**src/rtl/div_ctrl.sv**
```systemverilog
// div_ctrl: iterative divide controller for the execute stage.
// Sequences a radix-2 restoring divider (one quotient bit per cycle) for
// DIV.W / MOD.W / DIV.WU / MOD.WU. It requests a pipeline pause while a
// result is outstanding. It also caches the last quotient/remainder pair, so
// a DIV followed by a MOD on identical operands costs only one division.
//
// Ports:
//   clk, rst      clock (rising edge), synchronous active-high reset
//   start_i       divide-class op present; level, held until valid_o
//   signed_i      1 = signed (DIV.W/MOD.W), 0 = unsigned
//   mod_i         1 = return remainder, 0 = return quotient
//   dividend_i    rj operand
//   divisor_i     rk operand
//   cancel_i      pipeline flush; aborts the current operation
//   result_o      quotient or remainder; valid while valid_o=1, then held
//   valid_o       single-cycle result pulse
//   busy_o        FSM not idle
//   pause_o       stall request to the pipeline controller
module div_ctrl #(
    parameter int DATA_W = 32
) (
    input  logic              clk,
    input  logic              rst,
    input  logic              start_i,
    input  logic              signed_i,
    input  logic              mod_i,
    input  logic [DATA_W-1:0] dividend_i,
    input  logic [DATA_W-1:0] divisor_i,
    input  logic              cancel_i,
    output logic [DATA_W-1:0] result_o,
    output logic              valid_o,
    output logic              busy_o,
    output logic              pause_o
);
    localparam int CNT_W = $clog2(DATA_W);

    typedef enum logic [1:0] {IDLE, CALC, DONE} state_t;

    state_t              state_q, state_d;
    logic [CNT_W-1:0]    cnt_q, cnt_d;
    logic [DATA_W-1:0]   rem_q, rem_d;     // partial remainder
    logic [DATA_W-1:0]   dvd_q, dvd_d;     // dividend magnitude, shifts into quotient
    logic [DATA_W-1:0]   dsr_q, dsr_d;     // divisor magnitude
    logic                qneg_q, qneg_d;
    logic                rneg_q, rneg_d;
    logic                mod_q, mod_d;
    logic [DATA_W-1:0]   op_a_q, op_a_d;
    logic [DATA_W-1:0]   op_b_q, op_b_d;
    logic                sgn_q, sgn_d;
    logic [DATA_W-1:0]   result_q, result_d;
    logic                c_vld_q, c_vld_d;
    logic [DATA_W-1:0]   c_a_q, c_a_d;
    logic [DATA_W-1:0]   c_b_q, c_b_d;
    logic                c_sgn_q, c_sgn_d;
    logic [DATA_W-1:0]   c_quo_q, c_quo_d;
    logic [DATA_W-1:0]   c_rem_q, c_rem_d;

    logic                a_neg, b_neg, cache_hit, ge;
    logic [DATA_W-1:0]   a_mag, b_mag, rem_sub, quo_fix, rem_fix, done_res;
    logic [DATA_W:0]     shifted;

    always_comb begin
        a_neg     = signed_i & dividend_i[DATA_W-1];
        b_neg     = signed_i & divisor_i[DATA_W-1];
        a_mag     = a_neg ? -dividend_i : dividend_i;
        b_mag     = b_neg ? -divisor_i  : divisor_i;
        cache_hit = c_vld_q && (dividend_i == c_a_q) && (divisor_i == c_b_q)
                    && (signed_i == c_sgn_q);
        // Next remainder candidate: {rem, dvd} shifted left by one.
        shifted   = {rem_q, dvd_q[DATA_W-1]};
        ge        = shifted >= {1'b0, dsr_q};
        // When ge holds the difference is below the divisor, so it fits DATA_W bits.
        rem_sub   = shifted[DATA_W-1:0] - dsr_q;
        quo_fix   = qneg_q ? -dvd_q : dvd_q;
        rem_fix   = rneg_q ? -rem_q : rem_q;
        done_res  = mod_q ? rem_fix : quo_fix;
    end

    always_comb begin
        state_d  = state_q;
        cnt_d    = cnt_q;
        rem_d    = rem_q;
        dvd_d    = dvd_q;
        dsr_d    = dsr_q;
        qneg_d   = qneg_q;
        rneg_d   = rneg_q;
        mod_d    = mod_q;
        op_a_d   = op_a_q;
        op_b_d   = op_b_q;
        sgn_d    = sgn_q;
        result_d = result_q;
        c_vld_d  = c_vld_q;
        c_a_d    = c_a_q;
        c_b_d    = c_b_q;
        c_sgn_d  = c_sgn_q;
        c_quo_d  = c_quo_q;
        c_rem_d  = c_rem_q;

        case (state_q)
            IDLE: begin
                if (start_i && !cancel_i) begin
                    op_a_d = dividend_i;
                    op_b_d = divisor_i;
                    sgn_d  = signed_i;
                    mod_d  = mod_i;
                    if (divisor_i == '0) begin
                        // Final values loaded directly; zero sign flags make the fix a no-op.
                        dvd_d   = '1;
                        rem_d   = dividend_i;
                        qneg_d  = 1'b0;
                        rneg_d  = 1'b0;
                        state_d = DONE;
                    end else if (cache_hit) begin
                        dvd_d   = c_quo_q;
                        rem_d   = c_rem_q;
                        qneg_d  = 1'b0;
                        rneg_d  = 1'b0;
                        state_d = DONE;
                    end else begin
                        dvd_d   = a_mag;
                        dsr_d   = b_mag;
                        rem_d   = '0;
                        cnt_d   = '0;
                        qneg_d  = a_neg ^ b_neg;
                        rneg_d  = a_neg;
                        state_d = CALC;
                    end
                end
            end
            CALC: begin
                if (cancel_i) begin
                    state_d = IDLE;
                end else begin
                    rem_d = ge ? rem_sub : shifted[DATA_W-1:0];
                    dvd_d = {dvd_q[DATA_W-2:0], ge};
                    cnt_d = cnt_q + 1'b1;
                    if (cnt_q == CNT_W'(DATA_W-1)) begin
                        cnt_d   = '0;
                        state_d = DONE;
                    end
                end
            end
            DONE: begin
                // Cache is written even on cancel: the result itself is correct.
                result_d = done_res;
                c_vld_d  = 1'b1;
                c_a_d    = op_a_q;
                c_b_d    = op_b_q;
                c_sgn_d  = sgn_q;
                c_quo_d  = quo_fix;
                c_rem_d  = rem_fix;
                state_d  = IDLE;
            end
            default: state_d = IDLE;
        endcase
    end

    always_ff @(posedge clk) begin
        if (rst) begin
            state_q  <= IDLE;
            cnt_q    <= '0;
            rem_q    <= '0;
            dvd_q    <= '0;
            dsr_q    <= '0;
            qneg_q   <= 1'b0;
            rneg_q   <= 1'b0;
            mod_q    <= 1'b0;
            op_a_q   <= '0;
            op_b_q   <= '0;
            sgn_q    <= 1'b0;
            result_q <= '0;
            c_vld_q  <= 1'b0;
            c_a_q    <= '0;
            c_b_q    <= '0;
            c_sgn_q  <= 1'b0;
            c_quo_q  <= '0;
            c_rem_q  <= '0;
        end else begin
            state_q  <= state_d;
            cnt_q    <= cnt_d;
            rem_q    <= rem_d;
            dvd_q    <= dvd_d;
            dsr_q    <= dsr_d;
            qneg_q   <= qneg_d;
            rneg_q   <= rneg_d;
            mod_q    <= mod_d;
            op_a_q   <= op_a_d;
            op_b_q   <= op_b_d;
            sgn_q    <= sgn_d;
            result_q <= result_d;
            c_vld_q  <= c_vld_d;
            c_a_q    <= c_a_d;
            c_b_q    <= c_b_d;
            c_sgn_q  <= c_sgn_d;
            c_quo_q  <= c_quo_d;
            c_rem_q  <= c_rem_d;
        end
    end

    // In DONE the result comes straight from the sign-fixed registers, then
    // result_q holds it until the next DONE.
    assign valid_o  = (state_q == DONE);
    assign busy_o   = (state_q != IDLE);
    assign result_o = valid_o ? done_res : result_q;
    assign pause_o  = start_i & ~valid_o & ~cancel_i;
endmodule
```
**config.mk**
```make
export PLATFORM = sky130hd
export DESIGN_NAME = div_ctrl
export DESIGN_NICKNAME = d
export VERILOG_FILES = /design/src/rtl/div_ctrl.sv
export SDC_FILE = /design/constraint.sdc
export NUM_CORES = 1
export LEC_CHECK = 0
export ABC_AREA = 1
export BUFFER_PORTS_ARGS = -buffer_cell sky130_fd_sc_hd__clkbuf_2
export CORE_MARGIN = 3
export CORE_UTILIZATION = 34
export CTS_BUF_LIST = sky130_fd_sc_hd__clkbuf_16
export CTS_CLUSTER_SIZE = 8
export DETAILED_ROUTE_END_ITERATION = 6
export GPL_TIMING_DRIVEN = 0
export PLACE_DENSITY = 0.58
export SLEW_MARGIN = 20
export SYNTH_ARGS = -nofsm -noshare
export SYNTH_HDL_FRONTEND = slang
export SYNTH_SLANG_ARGS = --single-unit
```
**constraint.sdc**
```tcl
create_clock -name clk -period 3 [get_ports clk]
set_input_delay 0.45 -clock clk [delete_from_list [all_inputs] [get_ports clk]]
set_output_delay 0.45 -clock clk [all_outputs]
set_load 0.01 [all_outputs]
```
==> run summary, run 1 <==
The flow ran to the end, but the final reports show violations. The checks that failed: setup timing. Critical setup path kind: reg -> out. After detailed routing, the number of vias per cell comes to 5.44. In the routed design, unresolved DRC markers number 0. The average cell area after synthesis is 6.07 um2, and the HPWL after detailed placement is 79.0 mm. Buffers placed on the I/O ports in this run total 102.

During synthesis, Yosys emitted a total of 0 warnings. The maximum cell stage delay along the critical path is 0.36 ns. The power per standard cell area is 517 nW/um2, and the global-route wire length before repair is 147 mm.

The number of antenna diodes in the final layout is 0. For the worst-skew pair, the clock arrives at the later sink with an insertion delay of 0.59 ns. The signal on the critical path passes through inv_6 -> ha_4 -> nand3_4 -> nor2_4 -> nand4_1 -> xor2_1 -> nand2_1 -> o211ai_1 -> nand3_2 -> nand2_2 -> buf_6. The wire length per cell came out at 21.7 um. The pin count of the biggest net entering global routing is 12, and the number of max-cap violations is 0. The tools report the overall fraction of global-route tracks in use as 0.291. The tools report the final-report max-slew violation count as 0. The tools report the static leakage as 11.8 nW.

Summing every instance area after synthesis gives 21,600 um2. The post-synthesis sequential area ratio came out at 0.309. In this run the worst hold path is classified as in -> reg. For the worst setup path, the data required time is 2.55 ns. The post-synthesis async set-or-reset flop share was 0; the sum of buffers and inverters on the critical path was 2. The number of different library cells used by synthesis comes to 44. Counting cells, the worst reg-to-reg path comes to 14.

In the post-synthesis netlist, the cell with the most instances is sky130_fd_sc_hd__nand2_1. The H-tree was split into 2 levels. For this run, the leading register cell type out of synthesis is sky130_fd_sc_hd__dfxtp_1. The worst-case IR drop observed on VDD is 0.000383 V. The headroom to the max-slew limit is 0.324.

Setup violations remaining at the end of the flow were counted as 2. Synthesized net count: 3,664. In the synthesized netlist, the number of instances is 3,555.

STA classifies the critical path endpoint as a primary output. The die covers 66,500 um2. The final design utilization came out at 0.409.

Grouping stages by cell kind, the critical path spends the most delay in simple AND/OR/NAND/NOR gates. The number of buffers inserted during clock tree synthesis was 48. For the critical path data arrival time, the log shows 2.58 ns. The effective utilization at floorplan is 0.347.

The pre-antenna-repair detailed-routing pass consisted of 6 iterations. Synthesis inferred 333 register bits. Transition at the pin with the smallest max-transition slack: 1.01 ns. The tools report the buffer cell driving the clock tree root as sky130_fd_sc_hd__clkbuf_16. The worst setup path is launched from a flop. The tools report the I/O pin total as 105. The detailed-route via count came out at 25,000. The number of global-route vias before repair was 23,300; the wire length reported by the detailed router was 99.8 mm.

The cell area after placement was 23,100 um2. The initialized floorplan defines 91 standard-cell rows. Derived from the worst setup path, the maximum achievable clock frequency is 330 MHz. The clock net in this run drives a total of 333 sinks. The total grt overflow came out at 0. The cell count of the worst hold path was 3. For this block, the initial DRC count from the detailed router was 2,782.

In this run the deepest clock path goes through 3 buffers. The logs give 3,857 for the number of nets in the layout and 1.05 for the global placement routability congestion. With fillers left out, the area of the finished cells amounts to 25,500 um2.

In this run the standard cell core region covers 62,300 um2. The post-layout worst setup margin is -0.0301 ns, and the number of antenna violations at the first check in global routing is 0. Relative to the synthesized area, the layout overhead comes to 18.0%. The final period demand of the worst path is 3.03 ns, and the clock skew after layout is 0.0213 ns.

After synthesis, the cell types taking the most area are sky130_fd_sc_hd__dfxtp_1 (31%), sky130_fd_sc_hd__nand2_1 (16%), sky130_fd_sc_hd__inv_1 (7.4%). Among all stages on the critical path, the largest delay is contributed by sky130_fd_sc_hd__dfxtp_4. The fraction of synthesized cell area taken by the top area cell type is 0.309.

The die is 258 um wide. The synthesized design contains 0 enable-type register cells. TritonCTS built the clock tree. Largest area contributor in the synthesized netlist: sky130_fd_sc_hd__dfxtp_1. The final count of hold timing violations came out at 0. By count the netlist is led by sky130_fd_sc_hd__nand2_1 (936), sky130_fd_sc_hd__inv_1 (426), sky130_fd_sc_hd__nor2_1 (393). The die is 258 um tall.

Once detail routing completed, the nets flagged for antenna violations numbered 0. Setup repair after global routing could not meet its margin everywhere. The setup TNS after final layout came out at -0.0345 ns. The clock-pin slew of the registers on the worst-case setup and hold paths came out at 0.05 ns. On the final layout, the worst hold slack is 0.203 ns. Hold repair after CTS inserted 0 buffers. The post-route clock period utilization works out to 1.01. The layout has 6,832 filler cells.

The fraction of final layout cells with drive strength greater than 1 is 0.111. The maximum net fanout on the critical path is 5. The total stage count of the critical path is 11.

Overall power consumption after layout is estimated at 0.0132 W.
[cell families after synthesis]
| group | share of synthesized area |
|---|---|
| adders and majority gates | 0.0230 |
| AOI/OAI and AO/OA | 0.170 |
| and+or+nand+nor | 0.345 |
| buffers and inverters | 0.110 |
| xor gates and xnor gates | 0.0438 |
| DFF | 0.309 |
[flip-flops by register name (all words and copies together) (netlist names)]
| register | flops |
|---|---|
| c_a_q | 32 |
| c_b_q | 32 |
| c_quo_q | 32 |
| c_rem_q | 32 |
| c_sgn_q | 1 |
| c_vld_q | 1 |
| cnt_q | 5 |
| dsr_q | 32 |
| dvd_q | 32 |
| mod_q | 1 |
| op_a_q | 32 |
| op_b_q | 32 |
| qneg_q | 1 |
| rem_q | 32 |
| result_q | 32 |
| rneg_q | 1 |
| sgn_q | 1 |
| state_q | 2 |
[worst paths after layout]
path | slack (ns) | endpoint | from
max | -0.03 | result_o[26] | rem_q[0]
min reg2reg | 0.46 | dsr_q[3] | dsr_q[3]
min | 0.20 | op_b_q[7] | divisor_i[7]
max reg2reg | 0.13 | rem_q[12] | rem_q[24]
[layer usage]
layer / GRT usage / wire length (um) / up-vias
met1: 0.384 / 42100 / 11500
met4: 0.143 / 5670 / 0
met2: 0.447 / 42500 / 1286
met5: 0 / 0 / -
met3: 0.0645 / 9450 / 276
li1: - / - / 11900
[where the power goes]
part	leakage (nW)	switching (W)	internal (W)
logic	8.46	0.00241	0.00105
registers	2.72	0.000187	0.00462
clock network	0.627	0.00206	0.00285
[tightest hold or removal path, cell delays in order]
cell and delay [ns]:
sky130_fd_sc_hd__clkbuf_2 0.14, sky130_fd_sc_hd__inv_1 0.09, sky130_fd_sc_hd__a21oi_1 0.06
[per-stage QoR]
stage	instances	setup slack (ns)
finish	4590	-0.0301
CTS	4574	-0.0648
floorplan	3555	0.707
global route	4590	-0.141
global placement	4494	-0.301
detailed placement	4494	-0.272
[final cells by class]
type,count,area [um2],share of cell area
inverter,444,1680,0.0659
multi-input combinational,2609,13200,0.518
timing repair buffer,145,856,0.0336
sequential,333,6700,0.263
tap,837,1050,0.0411
buffer,167,732,0.0287
clock inverter,6,26.3,0.00103
clock buffer,49,1230,0.0481
[placed cells by master (no fill, tap or decap), types with 55 or more instances in the layout]
| cell | synthesis | layout |
|---|---|---|
| sky130_fd_sc_hd__nand2_1 | 936 | 918 |
| sky130_fd_sc_hd__nand4_1 | 100 | 100 |
| sky130_fd_sc_hd__nand3_1 | 264 | 236 |
| sky130_fd_sc_hd__clkbuf_1 | 132 | 115 |
| sky130_fd_sc_hd__a21oi_1 | 317 | 316 |
| sky130_fd_sc_hd__inv_1 | 426 | 420 |
| sky130_fd_sc_hd__o21ai_0 | 297 | 284 |
| sky130_fd_sc_hd__nor2_1 | 393 | 358 |
| sky130_fd_sc_hd__dfxtp_1 | 333 | 313 |
| sky130_fd_sc_hd__xor2_1 | 96 | 89 |
| sky130_fd_sc_hd__clkbuf_2 | 0 | 110 |
| sky130_fd_sc_hd__o211ai_1 | 55 | 55 |
[repair_timing]
action | 4_1_cts | 5_1_grt
resized for setup | 140 | 103
endpoints found under the setup margin | 36 | 56
setup buffers | 27 | 16
pin swaps | 36 | 44
Note: power is estimated with default switching activity, not from simulation.
==> inputs of run 2 (changes only) <==
CORE_UTILIZATION = 45   (was 34)
PLACE_DENSITY = 0.71   (was 0.58)
RECOVER_POWER = 50   (was unset)
==> run 2 against run 1 <==
  * The flow still finishes with violations (setup timing)
  * Combinational power about the same
  * Non-clock buffer count decreased by 12
  * Die area decreased by 24%
  * Cell count decreased by 5.3%
  * Global-route usage increased by 8.2 points
  * First-iteration DRC count increased by 6.0%
  * Sequential power about the same
  * Critical path type unchanged
==> run summary, run 2 (same netlist as run 1, synthesis figures left out) <==
The flow ran to the end, but the final reports show violations. The final reports fail on setup timing. The worst setup path is captured at a primary output. Summed over all nets, the half-perimeter wirelength after detailed placement is 76.5 mm.

The placeable core area is 47,000 um2. For the pin count of the biggest net entering global routing, the log shows 15. TritonCTS built the clock tree. Port buffering added 102 buffers. The signed area change from the synthesized netlist to the final layout is 15.9%, and the met2 demand-to-capacity share in global routing is 0.557.

In this run the worst hold path is classified as in -> reg. In this run the critical register-to-register path is captured at op_a_q[30]. The logs give 4,264 for the number of cells after detailed placement and -0.199 ns for the worst slack at placement.

The analysis attributes to cell leakage a power of 11.7 nW. In this run, the number of DRC markers left after iteration 0 of detailed routing was 2,948. Detailed routing inserted a total of 25,100 vias.

In this run the critical register-to-register path is launched from state_q[0]. The run gives 0.370 as the power share of the clock group. The sink count of the clock tree was 333. The number of cells on the worst reg-to-reg path was 7. The die area was 50,600 um2.

The later pin in the worst-skew pair is clocked with a latency of 0.62 ns. The wire length per cell is 22.2 um. The critical path data arrival time was 2.73 ns; the count of placed standard cells in the final layout, fillers left out was 4,346. The tools report the sequential share of power as 0.366. In this run the most critical hold path is launched from divisor_i[4].

For the maximum vdd drop, the log shows 0.000433 V. The top cell types in the final layout, fill and taps aside, are sky130_fd_sc_hd__nand2_1 (922), sky130_fd_sc_hd__inv_1 (416), sky130_fd_sc_hd__nor2_1 (359). The number of global-route vias before repair is 22,900. The final count of hold timing violations is 0, and the final period demand of the worst path is 3.18 ns. The sort of element at the start of the critical path was a flop. The transition at the pin with the smallest max-transition slack came out at 1.02 ns.

The H-tree was split into 2 levels. The tools report the headroom to the max-slew limit as 0.321. Clock-pin slew was measured on the worst setup and hold paths at 0.05 ns. The tools report the net switching component of the power as 0.00470 W. Setup repair after global routing could not meet its margin everywhere. Once detail routing completed, the nets flagged for antenna violations numbered 0. The final-report max-slew violation count was 0. Of all nets on the critical path, the largest fanout is 6.

The number of antenna violations at the first check in global routing is 5, and the portion of total power attributed to combinational logic is 0.265. The tools report the post-layout worst setup margin as -0.184 ns. The overall fraction of global-route tracks in use is 0.372, and the quantity of hold-fixing buffers added after cts is 0. The first global-routing pass estimated 142 mm of wire. The top achievable clock speed is 314 MHz. The most frequent standard cell in the layout excluding fill and tap cells was sky130_fd_sc_hd__nand2_1.

Data on the critical path is required at its endpoint by 2.55 ns. The global-route met3 utilization came out at 0.0814. The run gives 7 as the detailed-routing iteration count for the pre-antenna-repair pass. The power per standard cell area works out to 525 nW/um2. The die is 225 um tall.

The total grt overflow is 0. The repair_antennas step left the layout with diodes totalling 0. The critical path in this run is classified as reg -> out. The tools report the endpoint of the worst hold path as op_b_q[4]. The number of buffers inserted during clock tree synthesis was 47; the overall power consumption was 0.0131 W. The number of max-cap violations was 0; the post-route clock period utilization was 1.06.

For the effective utilization at floorplan, the log shows 0.460. For the met1 usage, the log shows 0.500. The cell count of the worst hold path came out at 3. The cell sitting at the root of the clock tree is a sky130_fd_sc_hd__clkbuf_16.

The design internal power is 0.00843 W, and the clock skew after layout is 0.0451 ns. For this design the top-level I/O count stands at 105. The tools report the number of nets in the layout as 3,844. Measured along the x axis, the die boundary spans 225 um.

The via density per instance works out to 5.78. The slack of the worst reg-to-reg path was 0 ns; the count of endpoints failing setup in the final report was 17. In the final timing run, aggregate negative setup slack is -0.967 ns. met2 is the most crowded layer. The logs give 3 for the largest buffer count on any clock path and 0 for the DRC violation count after routing. The fraction of power spent switching nets works out to 0.358. The fraction of final layout cells with drive strength greater than 1 is 0.105, and the number of rows in the core area is 79. Summed over all layers, the routed wires come to 96.6 mm. The tools report the global placement routability congestion as 1.04. The final design utilization is 0.533.
==> run 2: worst max path at each step <==
stage	cells after the start	to	slack, ns	start
floorplan	10	result_o[18]	0.71	rem_q[0]
global placement	11	result_o[23]	-0.28	dvd_q[2]
detailed placement	12	result_o[23]	-0.20	dvd_q[2]
CTS	11	result_o[26]	-0.10	rem_q[0]
global route	7	result_o[19]	-0.19	qneg_q
finish	10	result_o[26]	-0.18	rem_q[4]
==> run 2: power by group through the flow <==
stage	sequential, W	clock, W	combinational [W]
finish	0.00480	0.00486	0.00348
CTS	0.00479	0.00487	0.00325
global route	0.00481	0.00504	0.00377
detailed placement	0.00486	0	0.00307
global placement	0.00486	0	0.00309
floorplan	0.00480	0	0.00204
==> run 2: layer usage <==
metal,up-vias,wire (um)
met4,8,6170
met3,340,9790
met1,11500,40400
met5,-,47
li1,11800,-
met2,1425,40200
==> run 2: per-stage QoR <==
stage	instance area (um2)	hold WS (ns)
after global routing	25000	0.196
final	25000	0.168
after global placement	22900	0.451
after floorplan	21600	0.430
after CTS	24700	0.157
after detailed placement	22900	0.457
==> run 2: final cells by class <==
class	instances	area, um2
fill	4935	21900
multi-input combinational	2609	13100
sequential	333	6710
inverter	444	1680
clock buffer	47	1180
tap	607	759
timing repair buffer	133	754
buffer	167	738
clock inverter	6	77.6
==> run 2: timing repair <==
item,4_1_cts,5_1_grt
pin swaps,37,34
gates resized for setup,141,84
hold endpoints to repair,0,0
buffers inserted,23,8
setup endpoints to repair,41,76
==> run 2: worst max-delay path, stage by stage (launching register included) <==
cell and delay [ns]:
sky130_fd_sc_hd__dfxtp_1 0.41, sky130_fd_sc_hd__nor2_1 0.23, sky130_fd_sc_hd__nand2_1 0.14, sky130_fd_sc_hd__nor2_4 0.12
sky130_fd_sc_hd__nand4_1 0.23, sky130_fd_sc_hd__xor2_1 0.22, sky130_fd_sc_hd__nand2_1 0.10, sky130_fd_sc_hd__o211ai_1 0.23
sky130_fd_sc_hd__nand3_1 0.24, sky130_fd_sc_hd__nand2_1 0.10, sky130_fd_sc_hd__buf_2 0.13
